### src/rtl/siso_layer_scheduler.sv
// Read-side sequencer for the pipelined SISO row unit: issues one row per cycle per layer,
// then drains the row-unit pipeline before moving to the next layer or iteration.
module siso_layer_scheduler #(
  parameter int LAYERS    = 2,
  parameter int ADDRWIDTH = 5,
  parameter int ADDRDEPTH = 20,
  parameter int ITERBITS  = 5,
  parameter int OUTBITS   = 6,
  parameter int TIMEOUT   = 63,
  localparam int LW       = (LAYERS > 1) ? $clog2(LAYERS) : 1
) (
  input  logic                 clk,
  input  logic                 rst,
  input  logic                 start,
  input  logic [ITERBITS-1:0]  max_iter,
  input  logic                 wb_wren,
  output logic [LW-1:0]        rdlayer_regin,
  output logic [ADDRWIDTH-1:0] rdaddress_regin,
  output logic                 rden_LLR_regin,
  output logic                 rden_E,
  output logic                 busy,
  output logic                 done,
  output logic [ITERBITS-1:0]  iter_count,
  output logic                 err
);

  localparam int TW = $clog2(TIMEOUT + 1);
  localparam logic [LW-1:0]        LAST_LAYER  = LW'(LAYERS - 1);
  localparam logic [ADDRWIDTH-1:0] LAST_ADDR   = ADDRWIDTH'(ADDRDEPTH - 1);
  localparam logic [TW-1:0]        DRAIN_LIMIT = TW'(TIMEOUT - 1);

  typedef enum logic [1:0] {
    S_IDLE  = 2'd0,
    S_ISSUE = 2'd1,
    S_DRAIN = 2'd2,
    S_DONE  = 2'd3
  } state_t;

  state_t               state_q, state_d;
  logic [LW-1:0]        layer_q, layer_d;
  logic [ADDRWIDTH-1:0] addr_q, addr_d;
  logic [ITERBITS-1:0]  iter_q, iter_d;
  logic [ITERBITS-1:0]  max_iter_q, max_iter_d;
  logic [OUTBITS-1:0]   inflight_q, inflight_d;
  logic [TW-1:0]        drain_q, drain_d;
  logic                 rden_llr_q, rden_llr_d;
  logic                 rden_e_q, rden_e_d;
  logic                 busy_q, busy_d;
  logic                 done_q, done_d;
  logic                 err_q, err_d;
  logic [ITERBITS:0]    next_iter_s;

  assign next_iter_s = {1'b0, iter_q} + (ITERBITS + 1)'(1);

  // Next-state logic for the FSM, the in-flight row counter and all registered outputs.
  always_comb begin
    state_d    = state_q;
    layer_d    = layer_q;
    addr_d     = addr_q;
    iter_d     = iter_q;
    max_iter_d = max_iter_q;
    drain_d    = drain_q;
    rden_llr_d = 1'b0;
    busy_d     = busy_q;
    done_d     = 1'b0;
    err_d      = err_q;
    inflight_d = inflight_q;
    // E-memory read lines up with the row unit's own registered copy of the address
    rden_e_d   = rden_llr_q && (iter_q != '0);

    if (rden_llr_q && !wb_wren) begin
      inflight_d = inflight_q + OUTBITS'(1);
    end else if (!rden_llr_q && wb_wren) begin
      if (inflight_q == '0) begin
        err_d = 1'b1;
      end else begin
        inflight_d = inflight_q - OUTBITS'(1);
      end
    end else begin
      inflight_d = inflight_q;
    end

    case (state_q)
      S_IDLE: begin
        if (start) begin
          max_iter_d = max_iter;
          layer_d    = '0;
          addr_d     = '0;
          iter_d     = '0;
          err_d      = 1'b0;
          inflight_d = '0;
          drain_d    = '0;
          busy_d     = 1'b1;
          if (max_iter == '0) begin
            state_d = S_DONE;
          end else begin
            state_d    = S_ISSUE;
            rden_llr_d = 1'b1;
          end
        end else begin
          state_d = S_IDLE;
        end
      end
      S_ISSUE: begin
        if (addr_q == LAST_ADDR) begin
          state_d = S_DRAIN;
          drain_d = '0;
        end else begin
          addr_d     = addr_q + ADDRWIDTH'(1);
          rden_llr_d = 1'b1;
        end
      end
      S_DRAIN: begin
        if (inflight_d == '0) begin
          drain_d = '0;
          if (layer_q != LAST_LAYER) begin
            layer_d    = layer_q + LW'(1);
            addr_d     = '0;
            rden_llr_d = 1'b1;
            state_d    = S_ISSUE;
          end else if (next_iter_s < {1'b0, max_iter_q}) begin
            iter_d     = next_iter_s[ITERBITS-1:0];
            layer_d    = '0;
            addr_d     = '0;
            rden_llr_d = 1'b1;
            state_d    = S_ISSUE;
          end else begin
            state_d = S_DONE;
            done_d  = 1'b1;
            busy_d  = 1'b0;
          end
        end else if (drain_q == DRAIN_LIMIT) begin
          // a row never came back: flag it and give up on this decode
          err_d   = 1'b1;
          state_d = S_DONE;
          done_d  = 1'b1;
          busy_d  = 1'b0;
        end else begin
          drain_d = drain_q + TW'(1);
        end
      end
      S_DONE: begin
        // zero-iteration decodes arrive here with done low and spend one busy cycle first
        if (!done_q) begin
          done_d = 1'b1;
          busy_d = 1'b0;
        end else begin
          state_d = S_IDLE;
        end
      end
      default: begin
        state_d = S_IDLE;
      end
    endcase
  end

  // State and output registers with synchronous active-low reset.
  always_ff @(posedge clk) begin
    if (!rst) begin
      state_q    <= S_IDLE;
      layer_q    <= '0;
      addr_q     <= '0;
      iter_q     <= '0;
      max_iter_q <= '0;
      inflight_q <= '0;
      drain_q    <= '0;
      rden_llr_q <= 1'b0;
      rden_e_q   <= 1'b0;
      busy_q     <= 1'b0;
      done_q     <= 1'b0;
      err_q      <= 1'b0;
    end else begin
      state_q    <= state_d;
      layer_q    <= layer_d;
      addr_q     <= addr_d;
      iter_q     <= iter_d;
      max_iter_q <= max_iter_d;
      inflight_q <= inflight_d;
      drain_q    <= drain_d;
      rden_llr_q <= rden_llr_d;
      rden_e_q   <= rden_e_d;
      busy_q     <= busy_d;
      done_q     <= done_d;
      err_q      <= err_d;
    end
  end

  assign rdlayer_regin   = layer_q;
  assign rdaddress_regin = addr_q;
  assign rden_LLR_regin  = rden_llr_q;
  assign rden_E          = rden_e_q;
  assign busy            = busy_q;
  assign done            = done_q;
  assign iter_count      = iter_q;
  assign err             = err_q;

endmodule
### config.mk
export PLATFORM = sky130hd
export DESIGN_NAME = siso_layer_scheduler
export DESIGN_NICKNAME = d
export VERILOG_FILES = /design/src/rtl/siso_layer_scheduler.sv
export SDC_FILE = /design/constraint.sdc
export NUM_CORES = 1
export LEC_CHECK = 0
export ABC_AREA = 0
export BUFFER_PORTS_ARGS = -buffer_cell sky130_fd_sc_hd__buf_4
export CORE_ASPECT_RATIO = 1.25
export CORE_MARGIN = 8
export CORE_UTILIZATION = 45
export CTS_CLUSTER_DIAMETER = 60
export DETAILED_ROUTE_END_ITERATION = 8
export HOLD_SLACK_MARGIN = 0.12
export PLACE_DENSITY = 0.64
export RECOVER_POWER = 25
export SLEW_MARGIN = 20
export SYNTH_ARGS = -nofsm -noshare
export SYNTH_HDL_FRONTEND = slang
export SYNTH_SLANG_ARGS = --single-unit
### constraint.sdc
create_clock -name clk -period 5.1 [get_ports clk]
set_input_delay 0.51 -clock clk [delete_from_list [all_inputs] [get_ports clk]]
set_output_delay 0.51 -clock clk [all_outputs]
set_load 0.05 [all_outputs]
After elaboration in Yosys (flattened, before gate mapping)
Index checks and enable logic that the tools add are counted.
- register bits after elaboration: 35
- add/sub/neg operators: 6
- $lt $le $gt $ge: 1
- equal/unequal tests: 18
- muxes and demuxes: 60
- reduce and logical (&&, ||, !) cells: 20
- operators by type and width (kind ; number):
    two-way mux 6 bit ; 9
    two-way mux 5 bit ; 8
    two-way mux 1 bit ; 26
    case mux 6 bit (3 select lines) ; 1
    two-way mux 2 bit ; 8
    != test 2 bit, second input constant ; 8
    != test 3 bit, second input constant ; 5
    case mux 5 bit (3 select lines) ; 1
    adder 6 x 1 -> 6 bit, second input constant ; 2
    logical NOT 6 bit ; 2
    case mux 5 bit (2 select lines) ; 1
    AND reduction 5 bit ; 2
    case mux 2 bit (4 select lines) ; 1
    adder 5 x 1 -> 6 bit, second input constant ; 1
    equality test 6 bit, second input constant ; 1
    < comparator 6 x 5 -> 1 bit ; 1
    case mux 1 bit (2 select lines) ; 3
    case mux 1 bit (3 select lines) ; 2
    AND reduction 3 bit ; 2
    AND reduction 6 bit ; 1
    nonzero test 3 bit ; 2
    subtractor 6 x 1 -> 6 bit, second input constant ; 1
    adder 5 x 1 -> 5 bit, second input constant ; 1
    equality test 5 bit, second input constant ; 1
    11 further kinds ; 15

Depth between registers and ports, before layout
Gate-level depths: netlist (run 1).
- depth after elaboration: 7
- gate-level depth with buffers: 11
- gate-level depth less buffers: 10

Worst setup path before layout (run 1)
OpenSTA, ideal clock, no wires.
- kind: flip-flop to flip-flop
- start point: register iter_q[0], in the netlist iter_count[0]
- end point: register iter_q[1], in the netlist iter_count[1]
- library setup time: 0.118 ns
- arrival time: 2.532 ns
- data required time: 4.982 ns
- path slack: 2.450 ns
- stages on the path, launching flop included: 11
- path buffers: 0
- period minus slack after synthesis: 2.650 ns
- path through: dfxtp_1 -> inv_1 -> ha_1 -> ha_1 -> a21boi_0 -> o21ai_0 -> a21oi_1 -> nor2_1 -> nor2_1 -> or2_2 -> o2bb2ai_1
- word-level cells in the longest chain between the ends: 5
- elaborated cells between the ends (all ways): 8
- those cells by class: 1 x add/sub; 1 x order compare; 1 x eq/ne; 4 x mux; 1 x reduce/logical
- RTL lines (what ; RTL line ; source):
    start: declaration ; 42 ; logic [ITERBITS-1:0] iter_q, iter_d;
    start signal: assignment ; 176 ; iter_q <= iter_d;
    adder 5 x 1 -> 6 bit (*) ; 53 ; assign next_iter_s = {1'b0, iter_q} + (ITERBITS + 1)'(1);
    branches (longest 4 deep; another with < comparator 6 x 5 -> 1 bit) ; n/a ;
Every way passes the cells marked *. The select of a mux whose other input is x is not followed.
A chain may end at the register's enable or synchronous reset.

Worst setup path after layout (run 1)
- start point: register inflight_q[0]
- end point: register drain_q[0]
- word-level cells in the longest chain between the ends: 7
- elaborated cells between the ends (all ways): 11
- those cells by class: 2 x add/sub; 1 x eq/ne; 5 x mux; 3 x reduce/logical
- RTL lines (what ; RTL line ; source):
    start: declaration ; 44 ; logic [OUTBITS-1:0] inflight_q, inflight_d;
    start signal: assignment ; 178 ; inflight_q <= inflight_d;
    subtractor 6 x 1 -> 6 bit / logical NOT 6 bit (equally long branches) ; 77, 74 ;
    two-way mux 6 bit ; 74 ; if (inflight_q == '0) begin
    two-way mux 6 bit ; 73 ; end else if (!rden_llr_q && wb_wren) begin
    two-way mux 6 bit (*) ; 71 ; if (rden_llr_q && !wb_wren) begin
    logical NOT 6 bit (*) ; 114 ; if (inflight_d == '0) begin
    != test 3 bit (no line) / two-way mux 6 bit (equally long branches) ; n/a ;
    AND reduction 4 bit (no line) / case mux 6 bit (3 select lines) (equally long branches) ; n/a ;
    end signal: assignment ; 179 ; drain_q <= drain_d;
    end: declaration ; 45 ; logic [TW-1:0] drain_q, drain_d;
Every way passes the cells marked *; elsewhere a longest branch is shown, timed or not.

==> results of run 1 <==
==> cells by family (layout without fill, tap and decap cells) <==
kind of cell | count (synthesis) | after routing | synth area share (%)
compound gates | 72 | 72 | 22.1
xor+xnor | 6 | 6 | 2.36
fa+ha+maj | 12 | 12 | 6.75
buf+inv | 32 | 49 | 7.14
flops | 35 | 35 | 31.5
mux | 4 | 4 | 1.80
simple gates | 119 | 119 | 28.3
==> metrics by stage <==
step           cell area [sq um]  util, %  cells  power (mW)
6_report                    2440     51.3    357       0.947
5_1_grt                     2440     51.3    357        1.02
2_1_floorplan               2220        -    280       0.731
4_1_cts                     2470     51.8    357       0.962
3_5_place_dp                2380     50.1    349       0.765
3_3_place_gp                2380     50.1    349       0.768
==> cell usage after synthesis, drive strengths merged (2+ instances only) <==
master,n
nor4b,3
nand4b,2
o31ai,3
buf,9
mux2i,4
or2,2
nor3,6
dfxtp,35
a21boi,3
nand2,35
nor2b,5
a21oi,16
o211ai,2
nand4,5
o21ai,12
clkbuf,6
nand3,10
nor3b,5
inv,16
and3,6
a311oi,6
ha,12
a21o,3
nor2,29
o21bai,2
nand3b,2
xnor2,5
a31oi,9
and2,5
o22a,2
==> area by class of cell <==
class	count	share of cell area (%)
repair buffers	24	6.45
clock inverters	1	0.205
well taps	60	3.07
clock buffers	7	3.12
multi-input cells	213	55.9
inverters	17	2.61
flip-flops and latches	35	28.7
==> final timing paths <==
check / from / endpoint / slack (ns) / cells after the start
setup / recovery: inflight_q[0] / drain_q[0] / 2.37 / 9
hold / removal: max_iter_q[4] / max_iter_q[4] / 0.46 / 2
setup reg to reg: inflight_q[0] / drain_q[0] / 2.37 / 9
hold reg to reg: max_iter_q[4] / max_iter_q[4] / 0.46 / 2
==> flip-flops by register name, indices dropped and copies added, names as in the netlist <==
register / count
rdlayer_regin: 1
done: 1
iter_count: 5
busy: 1
max_iter_q: 5
err: 1
rdaddress_regin: 5
rden_LLR_regin: 1
inflight_q: 6
drain_q: 6
rden_E: 1
state_q: 2
==> worst max-delay path: cells and delay by family (launching register included) <==
family	cells	cell delay [ns]
AND/OR/NAND/NOR	3	1.04
AO/OA/AOI/OAI	3	0.55
flip-flops	1	0.37
adder cells (fa/ha/maj)	1	0.25
multiplexers	1	0.25
buffers and inverters	1	0.17
==> per-layer routing <==
layer / up-vias / track usage, %
met3: 13 / 3.52
met4: 0 / 8.20
met2: 31 / 24.2
li1: 1035 / -
met1: 914 / 16.1
met5: - / 0
==> power groups by stage <==
| stage | combinational (mW) | clock [mW] | sequential, mW |
|---|---|---|---|
| after floorplan | 0.367 | 0 | 0.364 |
| after global placement | 0.409 | 0 | 0.359 |
| after detailed placement | 0.407 | 0 | 0.358 |
| after CTS | 0.409 | 0.201 | 0.352 |
| after global routing | 0.446 | 0.212 | 0.359 |
| final | 0.401 | 0.193 | 0.353 |
==> summary.md, run 1 <==
| Metric | Value |
|---|---|
| Status | `finished clean` |
| Vias in the first global route | `~1.9k` |
| Worst-path clk slew | `0.07 ns` |
| Diode count | `0` |
| Crit-path cells | `inv_1 -> ha_1 -> nor4b_1 -> mux2i_1 -> o211ai_1 -> o2111a_2 -> and2_4 -> or3_1 -> a221oi_1` |
| Final net count | `317` |
| Post-synth EDFFs | `0` |
| Worst min-delay path class | `register to register` |
| Vias/cell | `5.58` |
| Global route overflow | `0` |
| Clock sinks | `35` |
| Die Area | `7460 sq um` |
| Slowest-stage cell, CP | `nor4b_1` |
| DP Worst Slack | `2.43 ns` |
| Final Hold Viols | `0` |
| Worst setup EP type | `register` |
| Synthesized area per cell | `7.95 sq um` |
| Syn nets | `301` |
| Share of the synthesized area in the top cell type | `31.5%` |
| DRC violations left | `0` |
| Critical path class | `register to register` |
| Dpl hpwl | `3880 um` |
| Internal | `approximately 550 uW` |
| Avg WL per Cell | `14.1 um` |
| Top post-synthesis cells by area | `dfxtp_1 (31%), ha_1 (6.7%), nand2_1 (5.9%)` |
| Hold WS | `0.458 ns` |
| Switching share of power | `slightly above 40%` |
| WL final | `5050 um` |
| Most frequent cells in the layout | `nand2_1 (35), dfxtp_1 (35), nor2_1 (29), buf_4 (18)` |
| Area Overhead vs Synth | `9.84%` |
| Antenna Nets Post-Route | `0` |
| Register area share after synthesis | `31.5%` |
| FMAX | `around 0.37 GHz` |
| Setup ws final | `2.37 ns` |
| # IOs | `25` |
| Pre-antenna DRT Iters | `4` |
| Metal2 WL | `between 2000 and 3000 um` |
| Delay of the slowest cell on the worst path | `0.41 ns` |
| DRT iter0 DRCs | `56` |
| Max_slew headroom | `52.4%` |
| Gate power share | `42.4%` |
| Unrepaired setup endpoints after global routing | `no` |
| CTS root buffer | `clkbuf_8` |
| Max VDD drop | `0.184 mV` |
| Clk_lat worst skew | `0.29 ns` |
| Max layer used | `met4` |
| Fin Setup TNS | `0 ns` |
| FP Rows | `28` |
| CP Launch Type | `register` |
| Max cap viols | `0` |
| Initial Util | `46.7%` |
| Worst path required time | `5.30 ns` |
| Synth Flop Type | `dfxtp_1` |
| Final period util | `53.5%` |
| Filler instances | `491` |
| Antenna violations before repair | `0` |
| Total global-route track usage | `14.3%` |
| Final setup fails | `0` |
| Vias | `between 1.5k and 2k` |
| Max Slew Vio Count | `0` |
| Met3 routed WL | `167 um` |
| Netlist cell types | `56` |
| Reg area | `701 sq um` |
| WL met1 | `roughly 2200 um` |
| Part of the power in the clock network | `between 20 and 25%` |
| Maximum root-to-sink buffer count | `2` |
| Post-Synthesis Cells | `280` |
| CTS tree | `done` |
| Post-layout min period | `2.73 ns` |
| CTS Hold Bufs | `0` |
| P_sw | `slightly below 400 uW` |
| Number of synthesis warnings | `0` |
| Yosys top cell by area | `dfxtp_1` |
| Number of synthesized register bits | `35` |
| Worst-Margin Slew | `about 0.71 ns` |
| TritonCTS buffer count | `5` |
| Worst path arrival time | `2.93 ns` |
| Post-Route Skew | `about 0.0038 ns` |
| Largest net degree at the start of global routing | `16` |
| Critical-path maximum fanout | `15` |
| First-pass GRT wire length | `8670 um` |
| Port Buffers | `24` |
| Multi-input gate area | `between 1000 and 1500 sq um` |
| Core area | `4760 sq um` |
| Synth async-reset ratio | `0%` |
| CTS HTree Levels | `2` |
| Mapped Area | `roughly 2200 sq um` |
| Pleak | `approximately 1 nW` |
| Die height | `between 90 and 100 um` |
| Post-CTS Setup Inserts | `0` |
| Die width | `between 70 and 80 um` |
| Layout cells sized above 1 | `11.1%` |
| Sequential power share | `between 30% and 40%` |
| RD Place Congestion | `0.938` |
| Post-cts resize count | `0` |
| P per Cell Area | `between 300 and 400 nW/um^2` |
Power figures use the tool's default switching activity.
==> run 2: changes to the inputs <==
Settings changed: PLACE_DENSITY 0.64 to 0.66.
Clock period 5.1 ns to 2.4 ns, I/O delays scaled along.
==> run 2 against run 1 <==
Net effect:
- register-to-register slack got worse by 2.3 ns
- global-route usage grew 1.0 points
- combinational power grew to 2.9 times the previous value
- flip-flop and latch count unchanged
- sequential share of layout area fell by 2.6 points
- largest power group unchanged
==> summary.md, run 2 (synthesis gave the netlist of run 1 again) <==
| Metric | Value |
|---|---|
| TritonCTS buffer count | `5 (unchanged)` |
| WL final | `5760 um (+14%)` |
| Maximum root-to-sink buffer count | `2 (unchanged)` |
| Die Area | `7460 sq um (unchanged)` |
| Die width | `78.9 um (unchanged)` |
| Final Non-Filler Cells | `383 (+7.3%)` |
| Final Hold Viols | `0 (unchanged)` |
| Diode count | `0 (unchanged)` |
| DRT iter0 DRCs | `105 (+88%)` |
| CTS Hold Bufs | `0 (unchanged)` |
| Final net count | `343 (+8.2%)` |
| DP Worst Slack | `-0.0614 ns (-2.49 ns)` |
| CP Launch Type | `register` |
| P_sw | `927 uW (+140%)` |
| Worst min-delay path class | `input pin to register` |
| Pleak | `1.17 nW (+14%)` |
| Crit-path cells | `inv_1 -> ha_4 -> or4b_1 -> a32oi_1 -> o211a_1 -> o2111a_2 -> and2_4 -> nor2_1 -> a221o_1` |
| Worst path arrival time | `2.54 ns (-0.39 ns)` |
| Max cap viols | `0 (unchanged)` |
| Initial Util | `46.7% (unchanged)` |
| Met2 Usage GRT | `27.8% (+3.6 points)` |
| Total global-route track usage | `15.3% (+1.0 points)` |
| FP Rows | `28 (unchanged)` |
| Status | `finished clean` |
| Unrepaired setup endpoints after global routing | `yes` |
| Vias in the first global route | `2049 (+9.5%)` |
| Met3 Usage GRT | `3.42% (-0.095 points)` |
| Global route overflow | `0 (unchanged)` |
| Antenna violations before repair | `0 (unchanged)` |
| Worst-Margin Slew | `0.633 ns (-0.0803 ns)` |
| CTS root buffer | `clkbuf_8` |
| WP buf/inv | `1 (unchanged)` |
| Avg WL per Cell | `15.0 um (+6.3%)` |
| Fin Setup TNS | `0 ns (unchanged)` |
| Dpl hpwl | `4260 um (+9.8%)` |
| CTS HTree Levels | `2 (unchanged)` |
| Pre-antenna DRT Iters | `4 (unchanged)` |
| Clock sinks | `35 (unchanged)` |
| Max VDD drop | `0.393 mV (+110%)` |
| Setup ws final | `0.0331 ns (-2.34 ns)` |
| Post-layout min period | `2.37 ns (-0.364 ns)` |
| Worst path required time | `2.57 ns (-2.73 ns)` |
| Global route hottest layer | `met2` |
| RD Place Congestion | `0.869 (-7.4%)` |
| Clk_lat worst skew | `0.28 ns (about the same)` |
| Slowest-stage cell, CP | `or4b_1` |
| Antenna Nets Post-Route | `0 (unchanged)` |
| Max_slew headroom | `58.0% (+5.6 points)` |
| Biggest regs | `drain_q: 6 flops, inflight_q: 6 flops` |
| Critical path class | `register to register` |
| Most frequent cells in the layout | `buf_4 (40), nand2_1 (35), dfxtp_1 (30), nor2_1 (29), inv_1 (15)` |
| Switching share of power | `39.4% (-2.2 points)` |
| Final period util | `98.6% (+45 points)` |
| Max Slew Vio Count | `0 (unchanged)` |
| Gate power share | `49.6% (+7.2 points)` |
| Vias/cell | `5.67 (+1.6%)` |
| Vias | `2173 (+9.0%)` |
| Critical-path maximum fanout | `8 (-7)` |
| Placed cells | `372 (+6.6%)` |
| Port Buffers | `24 (unchanged)` |
| FMAX | `0.422 GHz (+15%)` |
| Worst-path clk slew | `0.07 ns (about the same)` |
| Die height | `94.6 um (unchanged)` |
| Layout cells sized above 1 | `22.0% (+11 points)` |
| M1 GR Usage | `16.5% (+0.45 points)` |
| Hold WS | `0.210 ns (-0.248 ns)` |
| P per Cell Area | `869 nW/um^2 (+120%)` |
| Part of the power in the clock network | `19.7% (-0.7 points)` |
| Worst setup EP type | `register` |
| # IOs | `25 (unchanged)` |
| Core area | `4760 sq um (unchanged)` |
| First-pass GRT wire length | `9380 um (+8.2%)` |
| Area Overhead vs Synth | `21.8%` |
| Post-Route Skew | `0.00626 ns (+0.00241 ns)` |
| Sequential power share | `30.7% (-6.6 points)` |
| Delay of the slowest cell on the worst path | `0.44 ns (+0.03 ns)` |
| Commonest non-fill, non-tap cell in the layout | `buf_4` |
| Final Power | `2.35 mW (+150%)` |
| DRC violations left | `0 (unchanged)` |
| Largest net degree at the start of global routing | `16 (unchanged)` |
| CTS tree | `done` |
| Internal | `1.43 mW (+160%)` |
| Top delay family on crit path | `compound AO/OA/AOI/OAI gates` |
| Final setup fails | `0 (unchanged)` |
| Filler instances | `478 (-2.6%)` |
run 2: changes by cell type in the layout (fill, tap and decap cells not counted), sizes merged:
cell    change
buf        +22
clkbuf      +4
and2        +1
clkinv      -1
run 2: tightest hold or removal path: stages:
cell,delay (ns)
buf_4,0.11
nand2_1,0.05
a21oi_1,0.05
run 2: what timing repair did:
item,4_1_cts,5_1_grt
endpoints found under the hold margin,0,0
setup endpoints to repair,1,15
pin swaps,0,4
gates resized for setup,1,13
setup buffers,0,2
cloned,0,1
run 2: layout make-up:
type | instances | area [sq um] | area share (%)
Multi-Input combinational cell | 214 | 1430 | 52.8
Timing Repair Buffer | 49 | 334 | 12.3
Inverter | 17 | 63.8 | 2.35
Clock buffer | 8 | 100 | 3.69
Tap cell | 60 | 75.1 | 2.77
Sequential cell | 35 | 707 | 26.1
run 2: per-layer routing:
layer  share of wire (%)  vias to the layer above
met4                 2.6                        0
met5                   0                        -
met3                 4.0                       15
met2                  51                       51
li1                    -                     1092
met1                  43                     1015
run 2: worst paths after layout:
path              cells past startpoint             to  slack (ns)           from
setup / recovery                      9     drain_q[3]        0.03  inflight_q[1]
hold reg to reg                       2  max_iter_q[4]        0.46  max_iter_q[4]
hold / removal                        3  max_iter_q[1]        0.21    max_iter[1]
setup reg to reg                      9     drain_q[3]        0.03  inflight_q[1]
run 2: through the flow:
stage | utilization [%] | cell area, sq um
3_5_place_dp | 53.8 | 2560
2_1_floorplan | - | 2230
4_1_cts | 56.0 | 2670
3_3_place_gp | 53.8 | 2560
6_report | 56.9 | 2710
5_1_grt | 56.9 | 2710
run 2: power groups by stage:
stage                     Sequential, mW  Combinational [mW]  Clock [mW]
final                              0.723                1.17       0.464
after global routing               0.734                1.26       0.500
after CTS                          0.717                1.06       0.474
after detailed placement           0.728                1.05           0
after global placement             0.729                1.05           0
after floorplan                    0.775               0.780           0
==> run 3: changes to the inputs <==
Settings changed: PLACE_DENSITY 0.66 to 0.64.
Clock period 2.4 ns to 2.25 ns, I/O delays scaled along.
==> run 3 against run 2 <==
Net effect:
- the flow now finishes with violations (negative setup slack)
- maximum frequency up 1.9%
- combinational power grew 9%
- utilization rose by 1.5 points
- via count is 0.64% lower
- design area up 2.6%
- total power up 6.9%
- global-route usage grew 0.90 points
- flip-flop and latch count stayed put
- non-clock buffer count up 1
- worst setup slack worse by 0.11 ns
- first-iteration DRC count up 16%
- largest cell class unchanged
==> summary.md, run 3 (synthesis gave the netlist of run 1 again) <==
| Metric | Value |
|---|---|
| Sequential power share | `31.0% (+0.3 points)` |
| Pleak | `1.19 nW (+1.3%)` |
| WL final | `5920 um (+2.8%)` |
| FP Rows | `28 (unchanged)` |
| CP Launch Type | `register` |
| Final Power | `2.52 mW (+6.9%)` |
| CTS HTree Levels | `2 (unchanged)` |
| Layout cells sized above 1 | `26.5% (+4.6 points)` |
| DP Worst Slack | `-0.207 ns (-0.145 ns)` |
| Max VDD drop | `0.394 mV (+0.37%)` |
| Final net count | `344 (+0.29%)` |
| Largest net degree at the start of global routing | `15 (-1)` |
| Internal | `1.49 mW (+4.5%)` |
| P_sw | `1.02 mW (+10%)` |
| Avg WL per Cell | `15.4 um (+2.6%)` |
| Filler instances | `475 (-0.63%)` |
| Post-Route Skew | `0.00528 ns (-0.000981 ns)` |
| Final core occ | `58.4% (+1.5 points)` |
| CTS root buffer | `clkbuf_8` |
| Antenna violations before repair | `0 (unchanged)` |
| Biggest regs | `drain_q: 6 flops, inflight_q: 6 flops` |
| Final period util | `103% (+4.6 points)` |
| Die width | `78.9 um (unchanged)` |
| Area Overhead vs Synth | `25.0%` |
| DRT iter0 DRCs | `122 (+16%)` |
| Critical path class | `register to register` |
| Hold WS | `0.193 ns (-0.0167 ns)` |
| # IOs | `25 (unchanged)` |
| Diode count | `0 (unchanged)` |
| Worst path arrival time | `2.49 ns (-0.05 ns)` |
| Switching share of power | `40.7% (+1.3 points)` |
| Clk_lat worst skew | `0.28 ns (about the same)` |
| Vias in the first global route | `2066 (+0.83%)` |
| Core area | `4760 sq um (unchanged)` |
| Top delay family on crit path | `compound AO/OA/AOI/OAI gates` |
| Final Hold Viols | `0 (unchanged)` |
| Port Buffers | `24 (unchanged)` |
| RD Place Congestion | `0.861 (-0.83%)` |
| Failing checks | `negative setup slack` |
| Worst min-delay path class | `input pin to register` |
| TritonCTS buffer count | `5 (unchanged)` |
| Max Slew Vio Count | `0 (unchanged)` |
| Worst setup EP type | `register` |
| Maximum root-to-sink buffer count | `2 (unchanged)` |
| Gate power share | `50.3% (+0.7 points)` |
| Max_slew headroom | `58.8% (+0.83 points)` |
| Die height | `94.6 um (unchanged)` |
| Worst-Margin Slew | `0.620 ns (-0.0125 ns)` |
| Worst path required time | `2.42 ns (-0.15 ns)` |
| Vias | `2159 (-0.64%)` |
| Pre-antenna DRT Iters | `4 (unchanged)` |
| FMAX | `0.430 GHz (+1.9%)` |
| P per Cell Area | `905 nW/um^2 (+4.2%)` |
| Status | `complete, but fails checks` |
| Total global-route track usage | `16.2% (+0.90 points)` |
| DRC violations left | `0 (unchanged)` |
| Max cap viols | `0 (unchanged)` |
| CTS Hold Bufs | `0 (unchanged)` |
| Dpl hpwl | `4350 um (+2.0%)` |
| WP buf/inv | `1 (unchanged)` |
| Commonest non-fill, non-tap cell in the layout | `buf_4` |
| Finished Cell Area | `2780 sq um (+2.6%)` |
| Placed instance area | `2610 sq um (+1.9%)` |
| Slowest-stage cell, CP | `or4b_1` |
| Worst-path clk slew | `0.07 ns (about the same)` |
| Unrepaired setup endpoints after global routing | `yes` |
| First-pass GRT wire length | `9880 um (+5.4%)` |
| Delay of the slowest cell on the worst path | `0.43 ns (about the same)` |
| Vias/cell | `5.62 (-0.90%)` |
| Most frequent cells in the layout | `buf_4 (41), nand2_1 (35), nor2_1 (27), dfxtp_1 (27)` |
| Clock sinks | `35 (unchanged)` |
| CTS tree | `done` |
| Post-layout min period | `2.32 ns (-0.0436 ns)` |
| Die Area | `7460 sq um (unchanged)` |
| Part of the power in the clock network | `18.7% (-1.0 points)` |
| Crit-path cells | `inv_2 -> ha_4 -> or4b_1 -> a32oi_1 -> o211a_1 -> o2111a_2 -> and2_4 -> nor2_4 -> a221o_1` |
| Global route overflow | `0 (unchanged)` |
| Critical-path maximum fanout | `8 (unchanged)` |
| Antenna Nets Post-Route | `0 (unchanged)` |
| Final setup fails | `10 (+10)` |
| Setup ws final | `-0.0734 ns (-0.106 ns)` |
| Initial Util | `46.7% (unchanged)` |
## run 3: cell count changes in the layout (fill, tap and decap cells not counted), sizes merged
cell | previous run | this run
clkbuf | 17 | 16
clkinv | 1 | 2
buf | 40 | 41
## run 3: final cells by class
type / count / area (sq um) / share of cell area [%]
Multi-Input combinational cell: 214 / 1490 / 53.5
Clock buffer: 7 / 86.3 / 3.11
Sequential cell: 35 / 718 / 25.8
Timing Repair Buffer: 50 / 342 / 12.3
Tap cell: 60 / 75.1 / 2.70
Inverter: 17 / 66.3 / 2.39
Clock inverter: 1 / 5.00 / 0.180
## run 3: metal layers
metal / track usage [%] / share of wire (%)
met5: 0 / 0
met4: 5.88 / 1.2
met3: 2.57 / 3.1
met2: 29.7 / 53
met1: 18.5 / 43
## run 3: final timing paths
path,from,endpoint,slack [ns],cells after the start
max,inflight_q[1],drain_q[3],-0.07,9
min,max_iter[2],max_iter_q[2],0.19,3
max reg2reg,inflight_q[1],drain_q[3],-0.07,9
min reg2reg,max_iter_q[1],max_iter_q[1],0.46,2
## run 3: what timing repair did
item | CTS | global route
buffers inserted | 1 | 0
pin swaps | 4 | 6
resized for setup | 9 | 15
endpoints found under the setup margin | 14 | 20
cloned | 1 | 0
## run 3: power by group through the flow
stage / registers (mW) / clock network [mW] / logic (mW)
floorplan: 0.831 / 0 / 0.853
detailed placement: 0.784 / 0 / 1.14
global placement: 0.783 / 0 / 1.13
CTS: 0.775 / 0.480 / 1.23
finish: 0.779 / 0.471 / 1.27
global route: 0.790 / 0.512 / 1.37
## run 3: worst reg2reg max path: stages, from the launching register on
cell	delay [ns]
dfxtp_2	0.32
inv_2	0.07
ha_4	0.15
or4b_1	0.43
a32oi_1	0.20
o211a_1	0.19
o2111a_2	0.25
and2_4	0.24
nor2_4	0.06
a221o_1	0.30
## run 3: stage by stage
| stage | std cells | setup TNS, ns |
|---|---|---|
| 2_1_floorplan | 280 | -0.0387 |
| 3_3_place_gp | 374 | -0.586 |
| 3_5_place_dp | 374 | -0.473 |
| 4_1_cts | 384 | -0.488 |
| 5_1_grt | 384 | -1.74 |
| 6_report | 384 | -0.487 |
